## config.mk

```make
export PLATFORM = sky130hd
export DESIGN_NAME = cond_logic_flat
export DESIGN_NICKNAME = d
export VERILOG_FILES = /design/src/rtl/cond_pkg.sv /design/src/rtl/cond_logic_if.sv /design/src/rtl/cond_check.sv /design/src/rtl/cond_logic.sv /design/src/flat_wrapper.sv
export SDC_FILE = /design/constraint.sdc
export NUM_CORES = 1
export LEC_CHECK = 0
export CORE_MARGIN = 2
export CORE_UTILIZATION = 31
export DETAILED_ROUTE_END_ITERATION = 6
export PLACE_DENSITY = 0.79
export SLEW_MARGIN = 20
export SYNTH_ARGS = -nofsm -noshare
export SYNTH_HDL_FRONTEND = slang
export SYNTH_SLANG_ARGS = --single-unit
export TNS_END_PERCENT = 20
```

## constraint.sdc

```tcl
create_clock -name clk -period 2.3 [get_ports clk]
set_clock_uncertainty 0.05 [all_clocks]
set_input_delay 0.23 -clock clk [delete_from_list [all_inputs] [get_ports clk]]
set_output_delay 0.23 -clock clk [all_outputs]
set_load 0.05 [all_outputs]
```

## src/rtl/cond_pkg.sv

```systemverilog
// ----------------------------------------------------------------------------
// cond_pkg
// Shared definitions for the conditional-execution slice:
//   - cond_e     : 4-bit instruction condition codes (EQ..AL, NV)
//   - FLAG_*     : bit positions of {N,Z,C,V} inside the 4-bit flag vectors
//   - FLAGW_*    : bit meanings of the 2-bit FlagW write mask
//   - SKIP_MAX   : saturation value of the squash counter
// ----------------------------------------------------------------------------
package cond_pkg;

  typedef enum logic [3:0] {
    COND_EQ = 4'b0000,
    COND_NE = 4'b0001,
    COND_CS = 4'b0010,
    COND_CC = 4'b0011,
    COND_MI = 4'b0100,
    COND_PL = 4'b0101,
    COND_VS = 4'b0110,
    COND_VC = 4'b0111,
    COND_HI = 4'b1000,
    COND_LS = 4'b1001,
    COND_GE = 4'b1010,
    COND_LT = 4'b1011,
    COND_GT = 4'b1100,
    COND_LE = 4'b1101,
    COND_AL = 4'b1110,
    COND_NV = 4'b1111   // executes as AL
  } cond_e;

  // Flag bit positions within Flags / ALUFlags
  localparam int FLAG_N = 3;
  localparam int FLAG_Z = 2;
  localparam int FLAG_C = 1;
  localparam int FLAG_V = 0;

  // FlagW bit meanings: [1] writes N,Z ; [0] writes C,V
  localparam int FLAGW_NZ = 1;
  localparam int FLAGW_CV = 0;

  localparam logic [15:0] SKIP_MAX = 16'hFFFF;

endpackage

```

## src/rtl/cond_logic_if.sv

```systemverilog
// ----------------------------------------------------------------------------
// cond_logic_if
// Instruction-side bundle between the decoder (master) and the conditional
// logic (slave).
//   master drives : InstrValid, Cond, ALUFlags, FlagW, NoWrite, PCS, RegW, MemW
//   slave drives  : PCSrc, RegWrite, MemWrite, CondEx
// ----------------------------------------------------------------------------
interface cond_logic_if;

  logic       InstrValid;
  logic [3:0] Cond;
  logic [3:0] ALUFlags;
  logic [1:0] FlagW;
  logic       NoWrite;
  logic       PCS;
  logic       RegW;
  logic       MemW;
  logic       PCSrc;
  logic       RegWrite;
  logic       MemWrite;
  logic       CondEx;

  modport master (
    output InstrValid, Cond, ALUFlags, FlagW, NoWrite, PCS, RegW, MemW,
    input  PCSrc, RegWrite, MemWrite, CondEx
  );

  modport slave (
    input  InstrValid, Cond, ALUFlags, FlagW, NoWrite, PCS, RegW, MemW,
    output PCSrc, RegWrite, MemWrite, CondEx
  );

endinterface

```

## src/rtl/cond_check.sv

```systemverilog
// ----------------------------------------------------------------------------
// cond_check
// Purely combinational condition evaluator.
//   Cond   in  4 : instruction condition field
//   Flags  in  4 : architectural {N,Z,C,V}
//   CondEx out 1 : condition passed
// ----------------------------------------------------------------------------
module cond_check
  import cond_pkg::*;
(
  input  logic [3:0] Cond,
  input  logic [3:0] Flags,
  output logic       CondEx
);

  logic n_s;
  logic z_s;
  logic c_s;
  logic v_s;
  logic ge_s;

  assign n_s  = Flags[FLAG_N];
  assign z_s  = Flags[FLAG_Z];
  assign c_s  = Flags[FLAG_C];
  assign v_s  = Flags[FLAG_V];
  assign ge_s = (n_s == v_s);

  // Decode the condition field against the registered flags
  always_comb begin
    CondEx = 1'b1;
    case (Cond)
      COND_EQ: CondEx = z_s;
      COND_NE: CondEx = ~z_s;
      COND_CS: CondEx = c_s;
      COND_CC: CondEx = ~c_s;
      COND_MI: CondEx = n_s;
      COND_PL: CondEx = ~n_s;
      COND_VS: CondEx = v_s;
      COND_VC: CondEx = ~v_s;
      COND_HI: CondEx = c_s & ~z_s;
      COND_LS: CondEx = ~c_s | z_s;
      COND_GE: CondEx = ge_s;
      COND_LT: CondEx = ~ge_s;
      COND_GT: CondEx = ~z_s & ge_s;
      COND_LE: CondEx = z_s | ~ge_s;
      COND_AL: CondEx = 1'b1;
      default: CondEx = 1'b1;   // 1111 behaves as AL
    endcase
  end

endmodule

```

## src/rtl/cond_logic.sv

```systemverilog
// ----------------------------------------------------------------------------
// cond_logic
// Conditional-execution unit: gates decoder write intents with the condition
// result, holds the architectural {N,Z,C,V} register and optionally counts
// instructions squashed by their condition.
//
// Ports
//   clk       in   1  rising-edge clock
//   reset_n   in   1  asynchronous active-low reset
//   bus       slave   instruction-side bundle (see cond_logic_if)
//   SkipClr   in   1  synchronous clear of SkipCount
//   Flags     out  4  architectural {N,Z,C,V}
//   SkipCount out 16  saturating count of squashed valid instructions
//
// Build option
//   COND_SKIP_CNT_EN : when defined the squash counter exists; otherwise
//                      SkipCount is tied to zero and SkipClr is ignored.
// ----------------------------------------------------------------------------
module cond_logic
  import cond_pkg::*;
(
  input  logic         clk,
  input  logic         reset_n,
  cond_logic_if.slave  bus,
  input  logic         SkipClr,
  output logic [3:0]   Flags,
  output logic [15:0]  SkipCount
);

  logic       cond_ex_s;
  logic       exec_s;
  logic [3:0] flags_r;
  logic [3:0] flags_nxt_s;

  cond_check u_cond_check (
    .Cond   (bus.Cond),
    .Flags  (flags_r),
    .CondEx (cond_ex_s)
  );

  assign exec_s     = bus.InstrValid & cond_ex_s;
  assign bus.CondEx = cond_ex_s;
  assign Flags      = flags_r;

  // Zero-latency write-enable gating; held low while reset is asserted
  always_comb begin
    if (reset_n) begin
      bus.PCSrc    = bus.PCS  & exec_s;
      bus.MemWrite = bus.MemW & exec_s;
      bus.RegWrite = bus.RegW & exec_s & ~bus.NoWrite;
    end else begin
      bus.PCSrc    = 1'b0;
      bus.MemWrite = 1'b0;
      bus.RegWrite = 1'b0;
    end
  end

  // Next flag value: N,Z and C,V pairs load independently
  always_comb begin
    flags_nxt_s = flags_r;
    if (exec_s & bus.FlagW[FLAGW_NZ]) begin
      flags_nxt_s[FLAG_N:FLAG_Z] = bus.ALUFlags[FLAG_N:FLAG_Z];
    end else begin
      flags_nxt_s[FLAG_N:FLAG_Z] = flags_r[FLAG_N:FLAG_Z];
    end
    if (exec_s & bus.FlagW[FLAGW_CV]) begin
      flags_nxt_s[FLAG_C:FLAG_V] = bus.ALUFlags[FLAG_C:FLAG_V];
    end else begin
      flags_nxt_s[FLAG_C:FLAG_V] = flags_r[FLAG_C:FLAG_V];
    end
  end

  // Architectural flag register
  always_ff @(posedge clk or negedge reset_n) begin
    if (!reset_n) begin
      flags_r <= 4'b0000;
    end else begin
      flags_r <= flags_nxt_s;
    end
  end

`ifdef COND_SKIP_CNT_EN
  logic [15:0] skip_r;
  logic [15:0] skip_nxt_s;

  // Squash counter next value: clear wins, increment saturates
  always_comb begin
    skip_nxt_s = skip_r;
    if (SkipClr) begin
      skip_nxt_s = 16'h0000;
    end else if (bus.InstrValid & ~cond_ex_s & (skip_r != SKIP_MAX)) begin
      skip_nxt_s = skip_r + 16'h0001;
    end else begin
      skip_nxt_s = skip_r;
    end
  end

  // Squash counter register
  always_ff @(posedge clk or negedge reset_n) begin
    if (!reset_n) begin
      skip_r <= 16'h0000;
    end else begin
      skip_r <= skip_nxt_s;
    end
  end

  assign SkipCount = skip_r;
`else
  logic skip_clr_unused_s;

  assign skip_clr_unused_s = SkipClr;
  assign SkipCount         = 16'h0000;
`endif

endmodule

```

## src/flat_wrapper.sv

```systemverilog
// flat-port wrapper written by rule: the top's interface ports become plain ports
module cond_logic_flat import cond_pkg::*;
  (clk, reset_n, SkipClr, Flags, SkipCount, bus_InstrValid, bus_Cond, bus_ALUFlags, bus_FlagW, bus_NoWrite, bus_PCS, bus_RegW, bus_MemW, bus_PCSrc, bus_RegWrite, bus_MemWrite, bus_CondEx);
  cond_logic_if bus_i ();
  input  logic clk;
  input  logic reset_n;
  input  logic SkipClr;
  output logic [3:0] Flags;
  output logic [15:0] SkipCount;
  input wire logic [$bits(bus_i.InstrValid)-1:0] bus_InstrValid;
  input wire logic [$bits(bus_i.Cond)-1:0] bus_Cond;
  input wire logic [$bits(bus_i.ALUFlags)-1:0] bus_ALUFlags;
  input wire logic [$bits(bus_i.FlagW)-1:0] bus_FlagW;
  input wire logic [$bits(bus_i.NoWrite)-1:0] bus_NoWrite;
  input wire logic [$bits(bus_i.PCS)-1:0] bus_PCS;
  input wire logic [$bits(bus_i.RegW)-1:0] bus_RegW;
  input wire logic [$bits(bus_i.MemW)-1:0] bus_MemW;
  output wire logic [$bits(bus_i.PCSrc)-1:0] bus_PCSrc;
  output wire logic [$bits(bus_i.RegWrite)-1:0] bus_RegWrite;
  output wire logic [$bits(bus_i.MemWrite)-1:0] bus_MemWrite;
  output wire logic [$bits(bus_i.CondEx)-1:0] bus_CondEx;
  assign bus_i.InstrValid = bus_InstrValid;
  assign bus_i.Cond = bus_Cond;
  assign bus_i.ALUFlags = bus_ALUFlags;
  assign bus_i.FlagW = bus_FlagW;
  assign bus_i.NoWrite = bus_NoWrite;
  assign bus_i.PCS = bus_PCS;
  assign bus_i.RegW = bus_RegW;
  assign bus_i.MemW = bus_MemW;
  assign bus_PCSrc = bus_i.PCSrc;
  assign bus_RegWrite = bus_i.RegWrite;
  assign bus_MemWrite = bus_i.MemWrite;
  assign bus_CondEx = bus_i.CondEx;
  cond_logic u_core (.clk(clk), .reset_n(reset_n), .bus(bus_i), .SkipClr(SkipClr), .Flags(Flags), .SkipCount(SkipCount));
endmodule
```

==> results.ini <==
[drt]
antenna_left = 0
drt_pass1_iterations = 1
drc = 0
via_count = 477
wl_um = 1116
post_drt_wl_per_cell_um = 11.16
viasPerCell = 4.770
drtIter0Drc = 0

[layout]
post-route-cell-area_um2 = 810.8
area_growth_pct = 63.22
largest_reg_flops = 4
nets = 104
antenna_cells = 0
layout-drive-gt1-share_pct = 29.76

[synth]
yosysMostFrequentCell = buf_4
synthDistinctLibCells = 23
yosys-top-cells-area = buf_4 26%, dfrtp_1 20%, mux2_2 9.1%, nand2_1 5.3%, xnor2_1 5.3%
yosysSeqAreaShare_pct = 20.15
synth_top_area_cell = buf_4
synth_area_um2 = 496.7
synth_top_area_share_pct = 25.69
ys_async_sr_fraction_pct = 100.0
yosys_warnings = 0
synthCells = 57
ys_seq_elements = 4
synthTopCellsByCount = 17 x buf_4, 7 x nand2_1, 4 x dfrtp_1, 4 x mux2_2, 3 x xnor2_1
synth-edff-count = 0
syn_avg_cell_area_um2 = 8.714
synthFlopType = dfrtp_1

[clocking]
clock_latency_ns = 0.23
cts_sinks = 4
ctsLongestPathBuffers = 2
postCtsHoldBufs = 0
cts_tree = built
root_buffer = clkbuf_4
cts_resized = 1
cts.clk_slew.worst_paths_ns = 0.04
cts_htree_levels = 1
postCtsSetupRepairBufs = 0
cts_made_buffers = 3

[sta]
period_minus_slack_ns = 2.242
worst_slack_ns = 0.05775
fin_crit_sh_pct = 97.49
hold_violations = 0
tightest_slew_ns = 0.5063
max_freq_mhz = 446.0
slew_violations = 0
slew_headroom_pct = 66.14
setup_viol = 0

[global_route]
overflow = 0
grt_max_degree = 10
grt_pass1_wl_um = 1745
antenna_found_initial = 0
grt_usage_pct = 12.28
grt_pass1_vias = 445

[power_and_ir_drop]
power.switching_mw = 0.4415
pwr-share-seq_pct = 18.8
leakagePower_nw = 0.3657
intPower_mw = 0.4369
p_per_area_nw_per_um2 = 1083
pwr-share-clk_pct = 9.5
swShare_pct = 50.26
finalPower_mw = 0.8784
peakVddDrop_uv = 733.4
combPwrFrac_pct = 71.8

[status]
status = finished, final reports clean

[flow_run]
drv_cap = 0

[place]
place_area_um2 = 764.5
place.detailed.hpwl_um = 872.5
place_ws_ns = -0.03342
io_buffers = 24
routabilityCongestion = 0.6753

[hold_path]
hold_path.class = input pin to asynchronous set/reset pin

[floorplanning]
ios = 42
start_util_pct = 32.97
die_x_um = 44.03
die_area_um2 = 1939
design.core.area_um2 = 1506
rows = 14
die_y_um = 44.03

[setup_path]
critPathKind = input pin to primary output
cp-end-kind = primary output
start_kind = input pin
critical_path_arrival_ns = 1.96
cp.required_ns = 2.02
crit_fanout = 6

==> path summary, 6_finish.rpt <==
check / from / end / slack, ns / cells after the start
setup / recovery: bus_Cond[2] / bus_PCSrc / 0.06 / 8
hold / removal: reset_n / u_core.Flags[0] / 0.19 / 1
setup reg to reg: u_core.Flags[3] / u_core.Flags[3] / 0.43 / 5
hold reg to reg: u_core.Flags[1] / u_core.Flags[1] / 0.50 / 1
max in group asynchronous: reset_n / u_core.Flags[2] / 1.79 / 1
min in group clk: u_core.Flags[1] / u_core.Flags[1] / 0.50 / 1
==> power groups by stage <==
stage               logic, mW  clock network (mW)  registers (mW)
floorplan               0.298                   0           0.283
global placement        0.603                   0           0.161
detailed placement      0.608                   0           0.163
CTS                     0.610              0.0895           0.162
global route            0.661              0.0924           0.174
finish                  0.630              0.0833           0.165
==> cell usage in the layout (no fill, tap or decap) <==
master	count
nand3_1	2
dlygate4sd2_1	1
nor2_1	2
and4_1	2
or3b_1	1
nand4_1	1
mux2i_1	1
clkbuf_4	3
and2b_1	1
dlymetal6s2s_1	2
clkdlybuf4s50_1	17
mux2_2	4
xor2_2	1
dfrtp_2	4
buf_12	4
nor4bb_4	1
and3b_1	1
nand2_4	1
nand2_1	6
a221oi_2	1
o31a_1	1
a21oi_1	2
buf_4	3
xnor2_1	3
nor4b_2	1
a22oi_2	1
o2111a_2	1
conb_1	16
==> cell families after synthesis <==
group | after synthesis | share of synthesized area (%)
flops | 4 | 20.15
mux | 5 | 11.08
xor+xnor | 4 | 7.054
buf+inv | 18 | 27.96
other cells | 1 | 0.7549
simple gates | 19 | 22.42
compound gates | 6 | 10.58
==> worst max-delay path: stages <==
cell and delay (ns):
clkdlybuf4s50_1 0.56, and3b_1 0.22, a22oi_2 0.08, a221oi_2 0.25, buf_4 0.18, nand2_4 0.05, and4_1 0.23, buf_12 0.15
==> through the flow <==
step / instances / hold slack (ns) / utilization, % / setup TNS (ns)
floorplan: 72 / -0.1156 / - / 0
finish: 100 / 0.1879 / 53.82 / 0
global route: 100 / 0.1902 / 53.82 / -0.02249
CTS: 100 / 0.1831 / 52.16 / 0
global placement: 97 / 0.4269 / 50.75 / 0
detailed placement: 97 / 0.4335 / 50.75 / -0.1585
==> routing by layer <==
| layer | track usage (%) | part of all wire, % | vias up | wire length [um] |
|---|---|---|---|---|
| met5 | 0 | 0 | - | 0 |
| met4 | 7.273 | 1.3 | 0 | 14 |
| met3 | 4.490 | 13 | 2 | 140 |
| met2 | 22.35 | 52 | 33 | 583 |
| met1 | 11.62 | 34 | 216 | 378 |
| li1 | - | - | 226 | - |
==> final cells by class <==
class / instances / area, um2
Sequential cell: 4 / 105.1
Timing Repair Buffer: 27 / 306.5
Tap cell: 16 / 20.02
Fill cell: 136 / 695.7
Multi-Input combinational cell: 50 / 356.6
Clock buffer: 3 / 22.52
(Power assumes the default switching activity.)
